==> src/rtl/addr4u_bist_pkg.sv <==
// Shared types and constants for the addr4u exhaustive adder BIST controller.
package addr4u_bist_pkg;

  localparam int VEC_W = 8;
  localparam int OPW   = 4;
  localparam int SUMW  = 5;
  localparam int NVEC  = 256;

  typedef enum logic [1:0] {
    IDLE  = 2'd0,
    RUN   = 2'd1,
    DRAIN = 2'd2,
    DONE  = 2'd3
  } bist_state_t;

  // Reference sum for a packed {A,B} vector, carry kept.
  function automatic logic [SUMW-1:0] golden_sum(input logic [VEC_W-1:0] vec);
    return {1'b0, vec[VEC_W-1:OPW]} + {1'b0, vec[OPW-1:0]};
  endfunction

endpackage

==> src/rtl/addr4u_bist_cmp.sv <==
// Aligns the golden sum with the adder latency, compares and counts mismatches (saturating).
// ADDR4U_BIST_FAIL_LOG_EN adds a capture of the first failing vector and its sum.
module addr4u_bist_cmp
  import addr4u_bist_pkg::*;
#(
  parameter int LAT   = 0,
  parameter int ERR_W = 9
) (
  input  logic             clk,
  input  logic             rst,
  input  logic             i_clr,
  input  logic             i_flush,
  input  logic             i_vld,
  input  logic [VEC_W-1:0] i_vec,
  input  logic [SUMW-1:0]  i_dut_sum,
`ifdef ADDR4U_BIST_FAIL_LOG_EN
  output logic             o_first_fail_vld,
  output logic [VEC_W-1:0] o_first_fail_vec,
  output logic [SUMW-1:0]  o_first_fail_sum,
`endif
  output logic [ERR_W-1:0] o_err_cnt
);

  logic             w_vld_al;
  logic [SUMW-1:0]  w_exp_al;
  logic             w_mis;
  logic [ERR_W-1:0] r_err;
`ifdef ADDR4U_BIST_FAIL_LOG_EN
  logic [VEC_W-1:0] w_vec_al;
`endif

  generate
    if (LAT == 0) begin : g_comb
      logic w_unused_flush;
      assign w_unused_flush = i_flush;
      assign w_vld_al       = i_vld;
      assign w_exp_al       = golden_sum(i_vec);
`ifdef ADDR4U_BIST_FAIL_LOG_EN
      assign w_vec_al       = i_vec;
`endif
    end else begin : g_pipe
      logic [LAT-1:0]  r_vld;
      logic [SUMW-1:0] r_exp [LAT];
`ifdef ADDR4U_BIST_FAIL_LOG_EN
      logic [VEC_W-1:0] r_vec [LAT];
`endif

      // Only the valid tags are reset/flushed; data stages are don't-care when invalid.
      always_ff @(posedge clk or posedge rst) begin
        if (rst) begin
          r_vld <= '0;
        end else begin
          r_vld[0] <= i_vld & ~i_flush;
          for (int i = 1; i < LAT; i++) r_vld[i] <= r_vld[i-1] & ~i_flush;
        end
      end

      always_ff @(posedge clk) begin
        r_exp[0] <= golden_sum(i_vec);
        for (int i = 1; i < LAT; i++) r_exp[i] <= r_exp[i-1];
`ifdef ADDR4U_BIST_FAIL_LOG_EN
        r_vec[0] <= i_vec;
        for (int i = 1; i < LAT; i++) r_vec[i] <= r_vec[i-1];
`endif
      end

      assign w_vld_al = r_vld[LAT-1];
      assign w_exp_al = r_exp[LAT-1];
`ifdef ADDR4U_BIST_FAIL_LOG_EN
      assign w_vec_al = r_vec[LAT-1];
`endif
    end
  endgenerate

  assign w_mis = w_vld_al && (i_dut_sum != w_exp_al);

  always_ff @(posedge clk or posedge rst) begin
    if (rst) begin
      r_err <= '0;
    end else if (i_clr) begin
      r_err <= '0;
    end else if (w_mis && !(&r_err)) begin
      r_err <= r_err + ERR_W'(1);
    end
  end

  assign o_err_cnt = r_err;

`ifdef ADDR4U_BIST_FAIL_LOG_EN
  logic             r_ff_vld;
  logic [VEC_W-1:0] r_ff_vec;
  logic [SUMW-1:0]  r_ff_sum;

  always_ff @(posedge clk or posedge rst) begin
    if (rst) begin
      r_ff_vld <= 1'b0;
      r_ff_vec <= '0;
      r_ff_sum <= '0;
    end else if (i_clr) begin
      r_ff_vld <= 1'b0;
      r_ff_vec <= '0;
      r_ff_sum <= '0;
    end else if (w_mis && !r_ff_vld) begin
      r_ff_vld <= 1'b1;
      r_ff_vec <= w_vec_al;
      r_ff_sum <= i_dut_sum;
    end
  end

  assign o_first_fail_vld = r_ff_vld;
  assign o_first_fail_vec = r_ff_vec;
  assign o_first_fail_sum = r_ff_sum;
`endif

endmodule

==> src/rtl/addr4u_bist_ctrl.sv <==
// Exhaustive 256-vector BIST sweep for a 4-bit adder: drives {A,B}, checks sums, reports pass/fail.
// Optional first-fail log ports exist only when ADDR4U_BIST_FAIL_LOG_EN is defined.
module addr4u_bist_ctrl
  import addr4u_bist_pkg::*;
#(
  parameter int LAT   = 0,
  parameter int ERR_W = 9
) (
  input  logic             clk,
  input  logic             rst,
  input  logic             i_start,
  input  logic             i_abort,
  output logic [OPW-1:0]   o_pat_a,
  output logic [OPW-1:0]   o_pat_b,
  input  logic [SUMW-1:0]  i_dut_sum,
  output logic             o_busy,
  output logic             o_done,
  output logic             o_pass,
`ifdef ADDR4U_BIST_FAIL_LOG_EN
  output logic             o_first_fail_vld,
  output logic [VEC_W-1:0] o_first_fail_vec,
  output logic [SUMW-1:0]  o_first_fail_sum,
`endif
  output logic [ERR_W-1:0] o_err_cnt
);

  localparam int               DRN_W    = (LAT < 2) ? 1 : $clog2(LAT);
  localparam logic [DRN_W-1:0] DRN_LAST = DRN_W'((LAT > 0) ? LAT - 1 : 0);

  bist_state_t      r_state, w_state_nxt;
  logic [VEC_W-1:0] r_cnt;
  logic [DRN_W-1:0] r_drn;
  logic             w_run, w_start_acc, w_abort_acc;

  always_ff @(posedge clk or posedge rst) begin
    if (rst) r_state <= IDLE;
    else     r_state <= w_state_nxt;
  end

  // abort outranks the end-of-sweep and end-of-drain transitions
  always_comb begin
    w_state_nxt = r_state;
    case (r_state)
      IDLE:  if (i_start) w_state_nxt = RUN;
      RUN: begin
        if (i_abort)                 w_state_nxt = IDLE;
        else if (r_cnt == 8'hFF)     w_state_nxt = (LAT == 0) ? DONE : DRAIN;
      end
      DRAIN: begin
        if (i_abort)                 w_state_nxt = IDLE;
        else if (r_drn == DRN_LAST)  w_state_nxt = DONE;
      end
      DONE:  if (i_start) w_state_nxt = RUN;
      default:                       w_state_nxt = IDLE;
    endcase
  end

  always_comb begin
    w_run       = (r_state == RUN);
    o_busy      = (r_state == RUN) || (r_state == DRAIN);
    o_done      = (r_state == DONE);
    o_pass      = o_done && (o_err_cnt == '0);
    w_start_acc = i_start && ((r_state == IDLE) || (r_state == DONE));
    w_abort_acc = i_abort && o_busy;
  end

  always_ff @(posedge clk or posedge rst) begin
    if (rst) begin
      r_cnt <= '0;
      r_drn <= '0;
    end else begin
      if (w_start_acc || w_abort_acc) r_cnt <= '0;
      else if (w_run)                 r_cnt <= r_cnt + VEC_W'(1);
      if (r_state == DRAIN)           r_drn <= r_drn + DRN_W'(1);
      else                            r_drn <= '0;
    end
  end

  assign o_pat_a = r_cnt[VEC_W-1:OPW];
  assign o_pat_b = r_cnt[OPW-1:0];

  addr4u_bist_cmp #(
    .LAT   (LAT),
    .ERR_W (ERR_W)
  ) u_cmp (
    .clk              (clk),
    .rst              (rst),
    .i_clr            (w_start_acc),
    .i_flush          (w_abort_acc),
    .i_vld            (w_run),
    .i_vec            (r_cnt),
    .i_dut_sum        (i_dut_sum),
`ifdef ADDR4U_BIST_FAIL_LOG_EN
    .o_first_fail_vld (o_first_fail_vld),
    .o_first_fail_vec (o_first_fail_vec),
    .o_first_fail_sum (o_first_fail_sum),
`endif
    .o_err_cnt        (o_err_cnt)
  );

endmodule
==> config.mk <==
export PLATFORM = sky130hd
export DESIGN_NAME = addr4u_bist_ctrl
export DESIGN_NICKNAME = d
export VERILOG_FILES = /design/src/rtl/addr4u_bist_pkg.sv /design/src/rtl/addr4u_bist_cmp.sv /design/src/rtl/addr4u_bist_ctrl.sv
export SDC_FILE = /design/constraint.sdc
export NUM_CORES = 1
export LEC_CHECK = 0
export ABC_AREA = 1
export CAP_MARGIN = 5
export CORE_ASPECT_RATIO = 1.75
export CORE_UTILIZATION = 35
export CTS_CLUSTER_DIAMETER = 150
export DETAILED_ROUTE_END_ITERATION = 10
export PLACE_DENSITY_LB_ADDON = 0.12
export RECOVER_POWER = 100
export SYNTH_ARGS = -nofsm -noshare
export SYNTH_HDL_FRONTEND = slang
export SYNTH_SLANG_ARGS = --single-unit
==> constraint.sdc <==
create_clock -name clk -period 3.2 [get_ports clk]
set_input_delay 0.64 -clock clk [delete_from_list [all_inputs] [get_ports clk]]
set_output_delay 0.64 -clock clk [all_outputs]
set_load 0.02 [all_outputs]
* Word level (Yosys, flattened, before mapping)
Cells that the tools add are included. W data, S select, Z words.
Storage, ports and cells: bits of input ports 9, bits in registers 20, logic and storage cells 43
Operators by class: multiplexer cells 11, eq/ne operators 8, reductions and logical operators 16, add/subtract/negate cells 4
Operator list (count):
- $mux W9 | 2
- $mux W8 | 2
- $mux W2 | 5
- $add A9 B1 Y9 const B | 1
- $logic_not A9 Y1 | 1
- $reduce_and A9 Y1 | 1
- $add A8 B1 Y8 const B | 1
- $eq A8 B8 Y1 const B | 1
- $ne A3 B3 Y1 const B | 2
- $pmux W2 S3 | 1
- $add A4 B4 Y5 | 1
- $logic_and A1 B1 Y1 | 5
- $ne A5 B5 Y1 | 1
- $eq A2 B2 Y1 const B | 2
- $reduce_bool A2 Y1 | 2
- $logic_or A1 B1 Y1 | 3
- $reduce_and A3 Y1 | 1
- $eq A2 B1 Y1 const B | 1
- $logic_not A2 Y1 | 1
- $ne A2 B1 Y1 const B | 1
- $reduce_or A2 Y1 | 1
- $add A1 B1 Y1 const B | 1
- $logic_not A1 Y1 | 1
- $mux W1 | 1

* Depth between registers and ports, before layout
Gate-level depths: netlist (run 1).
depth in word-level cells 6, depth in mapped cells 12, gate-level depth less buffers 12

* Cells and area by module
From an unflattened synthesis (run 1), not the netlist that was laid out.
Unflattened totals: cells, all modules 208, area, all modules 1495.2 µm²
Modules (own cells, without submodules):
- addr4u_bist_cmp | area an instance 805.8 µm², cells an instance 112, seq. area each 225.2 µm², times used 1
- addr4u_bist_ctrl | area an instance 689.4 µm², cells an instance 96, seq. area each 275.3 µm², times used 1

* Worst setup path before layout (run 1)
OpenSTA, ideal clock, no wires.
kind flip-flop to output port, start reg u_cmp.r_err[0] (netlist: u_cmp.o_err_cnt[0]), end out o_pass, required time 2.560 ns, slack 1.098 ns, cell stages (with the launch flop) 5, arrival 1.462 ns, cell sequence dfrtp_1 > inv_1 > ha_1 > nand3b_1 > nor4_1
On the way: longest elaborated chain between the ends 2
Ends and longest elaborated chain:
- from (decl) | line addr4u_bist_cmp.sv:27 | logic [ERR_W-1:0] r_err;
- from (signal assigned) | line addr4u_bist_cmp.sv:83 | r_err <= r_err + ERR_W'(1);
- $logic_not A9 Y1 | line addr4u_bist_ctrl.sv:62 | o_pass = o_done && (o_err_cnt == '0);
- $logic_and A1 B1 Y1 | line addr4u_bist_ctrl.sv:62
- to (decl) | line addr4u_bist_ctrl.sv:18 | output logic o_pass,
No other way between the ends.

* Worst setup path after layout (run 1)
Same ends and word-level chain as after synthesis.

==> results of run 1 <==
-- synthesized netlist by cell type, drive strengths merged --
master | number | area, um^2
nand2 | 39 | 172.7
inv | 32 | 120.1
nand3 | 27 | 157.7
dfrtp | 20 | 500.5
nor2 | 15 | 66.32
ha | 11 | 137.6
nand4 | 11 | 68.82
a21oi | 8 | 43.79
o21ai | 5 | 25.02
xor2 | 5 | 43.79
nor3 | 4 | 31.28
buf | 2 | 12.51
nor4 | 2 | 12.51
xnor2 | 2 | 17.52
clkinv | 1 | 3.750
fa | 1 | 20.02
nand3b | 1 | 7.510
nor3b | 1 | 7.510
or2 | 1 | 6.260
-- worst reg2reg max path, cell delays in order (launching register included) --
cell and delay (ns):
dfrtp_1 0.44, ha_1 0.25, fa_1 0.50, xnor2_1 0.12, nand2_1 0.10, nor2_4 0.11, nand3_1 0.34, nand2_1 0.45
nand3_1 0.13, nand2_1 0.08
-- where the power goes --
group | switching, mW | internal, mW
logic | 0.346 | 0.193
clock network | 0.0843 | 0.109
registers | 0.0570 | 0.299
total | 0.488 | 0.601
-- cell families after synthesis --
family / synth area share
AO/OA/AOI/OAI: 0.04729
XOR/XNOR: 0.04213
adder cells (fa/ha/maj): 0.1083
buffers and inverters: 0.09372
flip-flops: 0.3439
AND/OR/NAND/NOR: 0.3646
-- metrics by stage --
step           cell area, um^2  worst slack [ns]  std cells
4_1_cts                   1838            0.6102        266
3_3_place_gp              1783            0.9547        262
6_report                  1794            0.5919        266
3_5_place_dp              1783            0.9218        262
5_1_grt                   1794            0.4188        266
2_1_floorplan             1455             1.098        188
-- layout by cell type, fill, tap and decap left out --
cell type	instances
nand2_1	35
inv_1	28
nand3_1	25
dlygate4sd3_1	22
dfrtp_1	20
nor2_1	13
nand4_1	11
ha_1	11
a21oi_1	8
clkdlybuf4s50_1	6
xor2_1	5
nor3_1	4
o21ai_0	4
nand2_2	4
clkbuf_8	4
inv_2	3
clkinv_1	2
xnor2_1	2
nor4_1	2
nand3_2	2
or2_1	1
nor2_4	1
nor2_2	1
nand3b_1	1
nor3b_1	1
o21ai_1	1
fa_1	1
-- state kept, by name (all words and copies together), names as in the netlist --
name and count:
r_cnt 8, r_drn 1, r_state 2, u_cmp.o_err_cnt 9
-- layout make-up --
class / count / share of cell area
Multi-Input combinational cell: 133 / 0.4317
Sequential cell: 20 / 0.2789
Clock buffer: 4 / 0.03068
Tap cell: 48 / 0.03347
Inverter: 33 / 0.06904
Timing Repair Buffer: 28 / 0.1562
-- routing by layer --
metal | share of wire | global-route usage
met1 | 0.39 | 0.1685
met2 | 0.58 | 0.3576
met3 | 0.023 | 0.01396
met4 | 0.0050 | 0.05303
met5 | 0 | 0
-- worst max-delay path by stage --
stage / start / end / slack [ns] / cells past startpoint
final: u_cmp.o_err_cnt[0] / o_pass / 0.59 / 5
after global routing: r_cnt[4] / u_cmp.o_err_cnt[0] / 0.42 / 9
after CTS: u_cmp.o_err_cnt[0] / o_pass / 0.61 / 5
after detailed placement: u_cmp.o_err_cnt[0] / o_pass / 0.92 / 5
after global placement: u_cmp.o_err_cnt[0] / o_pass / 0.95 / 5
after floorplan: u_cmp.o_err_cnt[0] / o_pass / 1.10 / 4
==> flow_summary.toml, run 1 <==
[cts]
cts_setup_buffers = 0
cts_buffer_depth = 2
ctsResizeCount = 0
cts_hold_repair.buffers = 0
path_clk_slew_ns = 0.08
clock_latency_ns = 0.26
cts_tree = "done"
cts_made_buffers = 3
cts_root_buffer = "clkbuf_8"
clock-sinks = 20
cts_max_level = 1

[place]
port_buffers = 28
hpwl_um = 2675
place.gp.congestion = 0.8023

[detailed_routing]
viasPerCell = 5.023
drt-total-wl_um = 3399
drc = 0
first_iter_violations = 12
first_pass_iters = 4
via_count = 1336
routedWlPerCell_um = 12.78
final_antenna_net_count = 0

[final_layout]
area_growth_pct = 23.30
finalCoreUtilization = 0.4552
nFillCells = 415
nNetsFinal = 240
multi_input_area_um2 = 774.5
drive_gt1_frac = 0.06881
seqCellArea_um2 = 500.5
num_antenna_cells = 0

[worst_setup_path]
cp_cell_sequence = "inv_1, ha_1, nand3b_1, nor4_1, dlygate4sd3_1"
slowest_delay_ns = 0.71
worstPathMaxFanout = 5
r2r_slack_ns = 0.61
reg2reg_depth = 9
critPathTopFamily = "buffers and inverters"
cp_num_buf_inv = 2
cpMaxStageDelayCell = "dlygate4sd3_1"
cp.required_ns = 2.56
r2r-start = "r_cnt[4]"
cp-start-kind = "flip-flop"
r2r_end = "u_cmp.o_err_cnt[2]"
crit_arrival_ns = 1.97
crit_type = "flip-flop to output pin"
end_kind = "output pin"

[floorplanning]
num_rows = 30
pin_count = 29
die_area_um2 = 4429
coreArea_um2 = 3941
die_y_um = 87.30
start_util = 0.3692
fp.dieW_um = 50.74

[power]
p_leak_nw = 0.9523
power.density_nw_per_um2 = 607.0
ir_worst_vdd_mv = 0.2833
total_power_mw = 1.089

[global_routing]
grt-ovfl-total = 0
antenna_found_initial = 0
grt_pass1_vias = 1377
grt_pass1_wl_um = 5837
grt_usage = 0.1716
grt_max_degree = 21

[synthesis]
synth.avg_cell_area_um2 = 7.740
syn_area_um2 = 1455
ys_ff_latch = 20
syn_inst = 188
ys_types = 30
ys_seq_area_frac = 0.3439
syn_nets = 209
ys_warn_count = 0

[hold_path]
min_path_cells = 1
holdPathEnd = "r_drn"
worstHoldStart = "r_drn"
min_path_type = "flip-flop to flip-flop"

[flow_run]
cap_viol_max_count = 0

[sta]
tightest_slew_ns = 0.8227
fin_worst_skew_ns = 0.002632
period_share = 0.8150
rsz0062_at_grt = "no"
min_period_ns = 2.608
slew_viol_final = 0
holdWs_ns = 0.4340
max_clock_freq_mhz = 383.4
relSlewSlack = 0.4509
hold_viol = 0
setup_viol = 0
tns_ns = 0

[outcome]
status = "finished, final reports clean"
Note: power is estimated with default switching activity, not from simulation.
==> run 2, diff against run 1 <==
==> constraint.sdc (replaced) <==
create_clock -name clk -period 2.2 [get_ports clk]
set_input_delay 0.44 -clock clk [delete_from_list [all_inputs] [get_ports clk]]
set_output_delay 0.44 -clock clk [all_outputs]
set_load 0.02 [all_outputs]
==> run 2 against run 1 <==
Critical path depth rose by 4. Setup slack lost 0.44 ns. Sequential power is 41% higher.
==> flow_summary.toml, run 2 (synthesis gave the netlist of run 1 again) <==
[cts]
path_clk_slew_ns = 0.07
cts_made_buffers = 3
cts_root_buffer = "clkbuf_8"
cts_hold_repair.buffers = 0
cts_buffer_depth = 2
clock_latency_ns = 0.25
cts_tree = "done"
clock-sinks = 20
cts_max_level = 1

[sta]
max_clock_freq_mhz = 488.9
period_share = 0.9298
slew_viol_final = 0
fin_worst_skew_ns = 0.005364
tns_ns = 0
hold_viol = 0
relSlewSlack = 0.2652
min_period_ns = 2.046
tightest_slew_ns = 1.102
rsz0062_at_grt = "no"
setup_viol = 0

[detailed_routing]
routedWlPerCell_um = 12.79
highest_layer = "met4"
wl_met2_um = 2015
first_iter_violations = 30
first_pass_iters = 4
via_count = 1372
wl_met3_um = 91
viasPerCell = 4.935
final_antenna_net_count = 0
m1WireLength_um = 1426
drc = 0
drt-total-wl_um = 3557

[floorplanning]
die_area_um2 = 4429
pin_count = 29
die_y_um = 87.30
coreArea_um2 = 3941
start_util = 0.3692
num_rows = 30
fp.dieW_um = 50.74

[final_layout]
area_growth_pct = 31.38
drive_gt1_frac = 0.1261
mostFrequentLayoutCells = "nand2_1 (34), inv_1 (28), nand3_1 (24)"
largest_reg_flops = 9
final_common_cell = "nand2_1"
num_antenna_cells = 0
nNetsFinal = 252
finalCoreUtilization = 0.4851

[worst_setup_path]
cp_cell_sequence = "ha_1, fa_2, xnor2_1, nand2_1, nor2_4, buf_4, nand3_2, nand4_1, nand2_1"
path_common_cell = "nand2_1"
cpMaxStageDelayCell = "fa_2"
cp-start-kind = "flip-flop"
slowest_delay_ns = 0.53
crit_arrival_ns = 2.19
worstPathMaxFanout = 5
cp_num_buf_inv = 1
crit_type = "flip-flop to flip-flop"
cp.required_ns = 2.34
end_kind = "flip-flop"
critPathTopFamily = "adder cells"

[global_routing]
grt_pass1_wl_um = 6023
antenna_found_initial = 0
grt-ovfl-total = 0
grt_pass1_vias = 1391
grt_max_degree = 21
grt_usage = 0.1791

[power]
p_leak_nw = 1.010
power.density_nw_per_um2 = 877.8
ir_worst_vdd_mv = 0.6457

[outcome]
status = "finished, final reports clean"

[place]
port_buffers = 28
hpwl_um = 2771
place.gp.congestion = 0.7837

[flow_run]
cap_viol_max_count = 0

[hold_path]
min_path_type = "flip-flop to flip-flop"
## run 2: changes by cell type in the layout (fill, tap and decap cells not counted), sizes merged
cell           before  now
clkdlybuf4s50       6    7
dlygate4sd3        22   19
nand3              27   28
buf                 0   10
clkbuf              4    5
dlygate4sd2         0    2
## run 2: repair_timing
action                                  CTS  global route
pin swaps                                 0             2
endpoints found under the hold margin     0             0
setup buffers                             0             3
endpoints found under the setup margin    2             7
cloned                                    0             1
gates resized for setup                   2             1
## run 2: area by class of cell
class | count | area (um^2)
well taps | 48 | 60.06
flip-flops and latches | 20 | 500.5
fillers | 402 | 2029
repair buffers | 39 | 356.6
clock buffers | 4 | 55.05
multi-input cells | 134 | 815.8
inverters | 33 | 123.9
## run 2: worst paths after layout
| check | to | startpoint | slack [ns] | cells past startpoint |
|---|---|---|---|---|
| worst max-delay path | u_cmp.o_err_cnt[0] | r_cnt[0] | 0.15 | 9 |
| worst min-delay path | r_drn | r_drn | 0.43 | 1 |
| worst max register to register | u_cmp.o_err_cnt[0] | r_cnt[0] | 0.15 | 9 |
| worst min register to register | r_drn | r_drn | 0.43 | 1 |
| max in group asynchronous | r_state[0] | rst | 0.58 | 3 |
| min in group asynchronous | u_cmp.o_err_cnt[7] | rst | 0.97 | 3 |
## run 2: metrics by stage
| stage | worst slack (ns) | power (mW) | cells | instance area, um^2 | hold WS, ns |
|---|---|---|---|---|---|
| after floorplan | 0.2223 | 1.120 | 188 | 1455 | 0.4007 |
| after global placement | 0.1672 | 1.432 | 270 | 1843 | 0.4166 |
| after detailed placement | 0.1536 | 1.451 | 270 | 1843 | 0.4248 |
| after CTS | 0.1464 | 1.717 | 274 | 1896 | 0.4347 |
| after global routing | 0.03026 | 1.824 | 278 | 1912 | 0.4484 |
| final | 0.1544 | 1.678 | 278 | 1912 | 0.4312 |
## run 2: where the power goes
| part | switching [mW] | leakage (nW) | internal, mW |
|---|---|---|---|
| clock | 0.115 | 0.0288 | 0.159 |
| combinational | 0.556 | 0.711 | 0.347 |
| sequential | 0.0669 | 0.270 | 0.434 |
| total | 0.738 | 1.01 | 0.940 |
## run 2: routing by layer
metal | global-route usage | up-vias
met5 | 0 | -
li1 | - | 700
met4 | 0.05556 | 0
met2 | 0.3612 | 27
met1 | 0.1828 | 643
met3 | 0.02094 | 2
==> run 3, diff against run 2 <==
--- a/config.mk
+++ b/config.mk
@@ -8,10 +8,11 @@
 export ABC_AREA = 1
 export CAP_MARGIN = 5
 export CORE_ASPECT_RATIO = 1.75
+export CORE_MARGIN = 10
 export CORE_UTILIZATION = 35
 export CTS_CLUSTER_DIAMETER = 150
 export DETAILED_ROUTE_END_ITERATION = 10
-export PLACE_DENSITY_LB_ADDON = 0.12
+export PLACE_DENSITY_LB_ADDON = 0.3
 export RECOVER_POWER = 100
 export SYNTH_ARGS = -nofsm -noshare
 export SYNTH_HDL_FRONTEND = slang
==> run 3 against run 2 <==
Clock skew fell by 0.0023 ns. Sequential cell count unchanged. Fmax grew 0.70%. Via count down 0.80%. Combinational power increased by 2%. Clock power increased by 6%. Critical path depth is 7 lower. Critical endpoint is now o_done. Largest cell class unchanged.
==> flow_summary.toml, run 3 (synthesis gave the netlist of run 1 again) <==
[outcome]
status = "finished, final reports clean"

[worst_setup_path]
cp.required_ns = 1.76
crit_arrival_ns = 1.59
cp_cell_sequence = "ha_1, dlygate4sd3_1"
cpMaxStageDelayCell = "dlygate4sd3_1"
end_kind = "output pin"
r2r_slack_ns = 0.20
worstPathMaxFanout = 4
crit_type = "flip-flop to output pin"
slowest_delay_ns = 0.71
cp-start-kind = "flip-flop"

[detailed_routing]
first_iter_violations = 37
via_count = 1361
drc = 0
final_antenna_net_count = 0
first_pass_iters = 4
viasPerCell = 4.931
routedWlPerCell_um = 13.45
drt-total-wl_um = 3711

[global_routing]
grt_pass1_vias = 1376
antenna_found_initial = 0
grt-ovfl-total = 0
grt_usage = 0.1087
grt_pass1_wl_um = 6265
grt_max_degree = 21

[power]
power_frac_comb = 0.540
p_sw_uw = 757.2
total_power_mw = 1.697
swShare = 0.4462
pwr-share-clk = 0.171
p_leak_nw = 1.001
power.density_nw_per_um2 = 899.9
internal_power_uw = 939.6
ir_worst_vdd_mv = 0.5414
power_frac_seq = 0.289

[cts]
cts_buffer_depth = 2
path_clk_slew_ns = 0.08
cts_max_level = 1
clock_latency_ns = 0.26
ctsResizeCount = 2
cts_made_buffers = 3
cts_root_buffer = "clkbuf_8"
cts_tree = "done"
clock-sinks = 20
cts_setup_buffers = 0
cts_hold_repair.buffers = 0

[final_layout]
final_cell_count_no_fill = 276
num_antenna_cells = 0
mostFrequentLayoutCells = "nand2_1 (34), inv_1 (28), nand3_1 (24)"
nFillCells = 419
finalCoreUtilization = 0.4630
nNetsFinal = 249
drive_gt1_frac = 0.1101
final_common_cell = "nand2_1"
area_growth_pct = 29.58
largest_reg_flops = 9

[flow_run]
cap_viol_max_count = 0

[sta]
fin_worst_skew_ns = 0.003104
setup_viol = 0
hold_viol = 0
slew_viol_final = 0
holdWs_ns = 0.4328
relSlewSlack = 0.2711
min_period_ns = 2.031
period_share = 0.9233
tns_ns = 0
rsz0062_at_grt = "no"
max_clock_freq_mhz = 492.3
tightest_slew_ns = 1.093

[hold_path]
min_path_type = "flip-flop to flip-flop"

[floorplanning]
fp.dieW_um = 68.74
die_y_um = 105.3
coreArea_um2 = 4073
pin_count = 29
start_util = 0.3573
die_area_um2 = 7238
num_rows = 31

[place]
dp_cells = 272
place.gp.congestion = 0.7946
hpwl_um = 2900
port_buffers = 28
## run 3: metal layers
metal,part of all wire,global-route usage,up-vias
li1,-,-,697
met1,0.38,0.1121,624
met2,0.53,0.1934,32
met3,0.063,0.02651,8
met4,0.025,0.04958,0
met5,0,0,-
## run 3: layout make-up
cell class                      instances  area (um^2)  share of cell area
Clock buffer                            4        55.05             0.02920
Inverter                               33        123.9             0.06569
Multi-Input combinational cell        133        803.3              0.4260
Sequential cell                        20        500.5              0.2654
Tap cell                               49        61.31             0.03251
Timing Repair Buffer                   37        341.6              0.1812
## run 3: final timing paths
kind / start / end / cells past startpoint
hold reg to reg: r_drn / r_drn / 1
max in group asynchronous: rst / r_cnt[4] / 3
setup / recovery: r_state[1] / o_done / 2
setup reg to reg: r_cnt[4] / u_cmp.o_err_cnt[4] / 9
hold / removal: r_drn / r_drn / 1
min in group asynchronous: rst / u_cmp.o_err_cnt[1] / 3
## run 3: metrics by stage
| stage | setup slack, ns | instance area (um^2) |
|---|---|---|
| 2_1_floorplan | 0.2223 | 1455 |
| 3_3_place_gp | 0.1941 | 1852 |
| 3_5_place_dp | 0.1803 | 1852 |
| 4_1_cts | 0.1670 | 1904 |
| 5_1_grt | 0.01326 | 1886 |
| 6_report | 0.1687 | 1886 |
## run 3: worst max-delay path: cells and delay by family (launching register included)
kind | cells | cell delay (ns)
DFF | 1 | 0.41
adders and majority gates | 1 | 0.21
buffers and inverters | 1 | 0.71
## run 3: power by group through the flow
stage	Sequential [mW]	Combinational, mW	Clock (mW)
finish	0.490	0.917	0.290
global route	0.499	1.02	0.308
CTS	0.492	0.971	0.295
detailed placement	0.496	0.983	0
global placement	0.495	0.974	0
floorplan	0.561	0.559	0
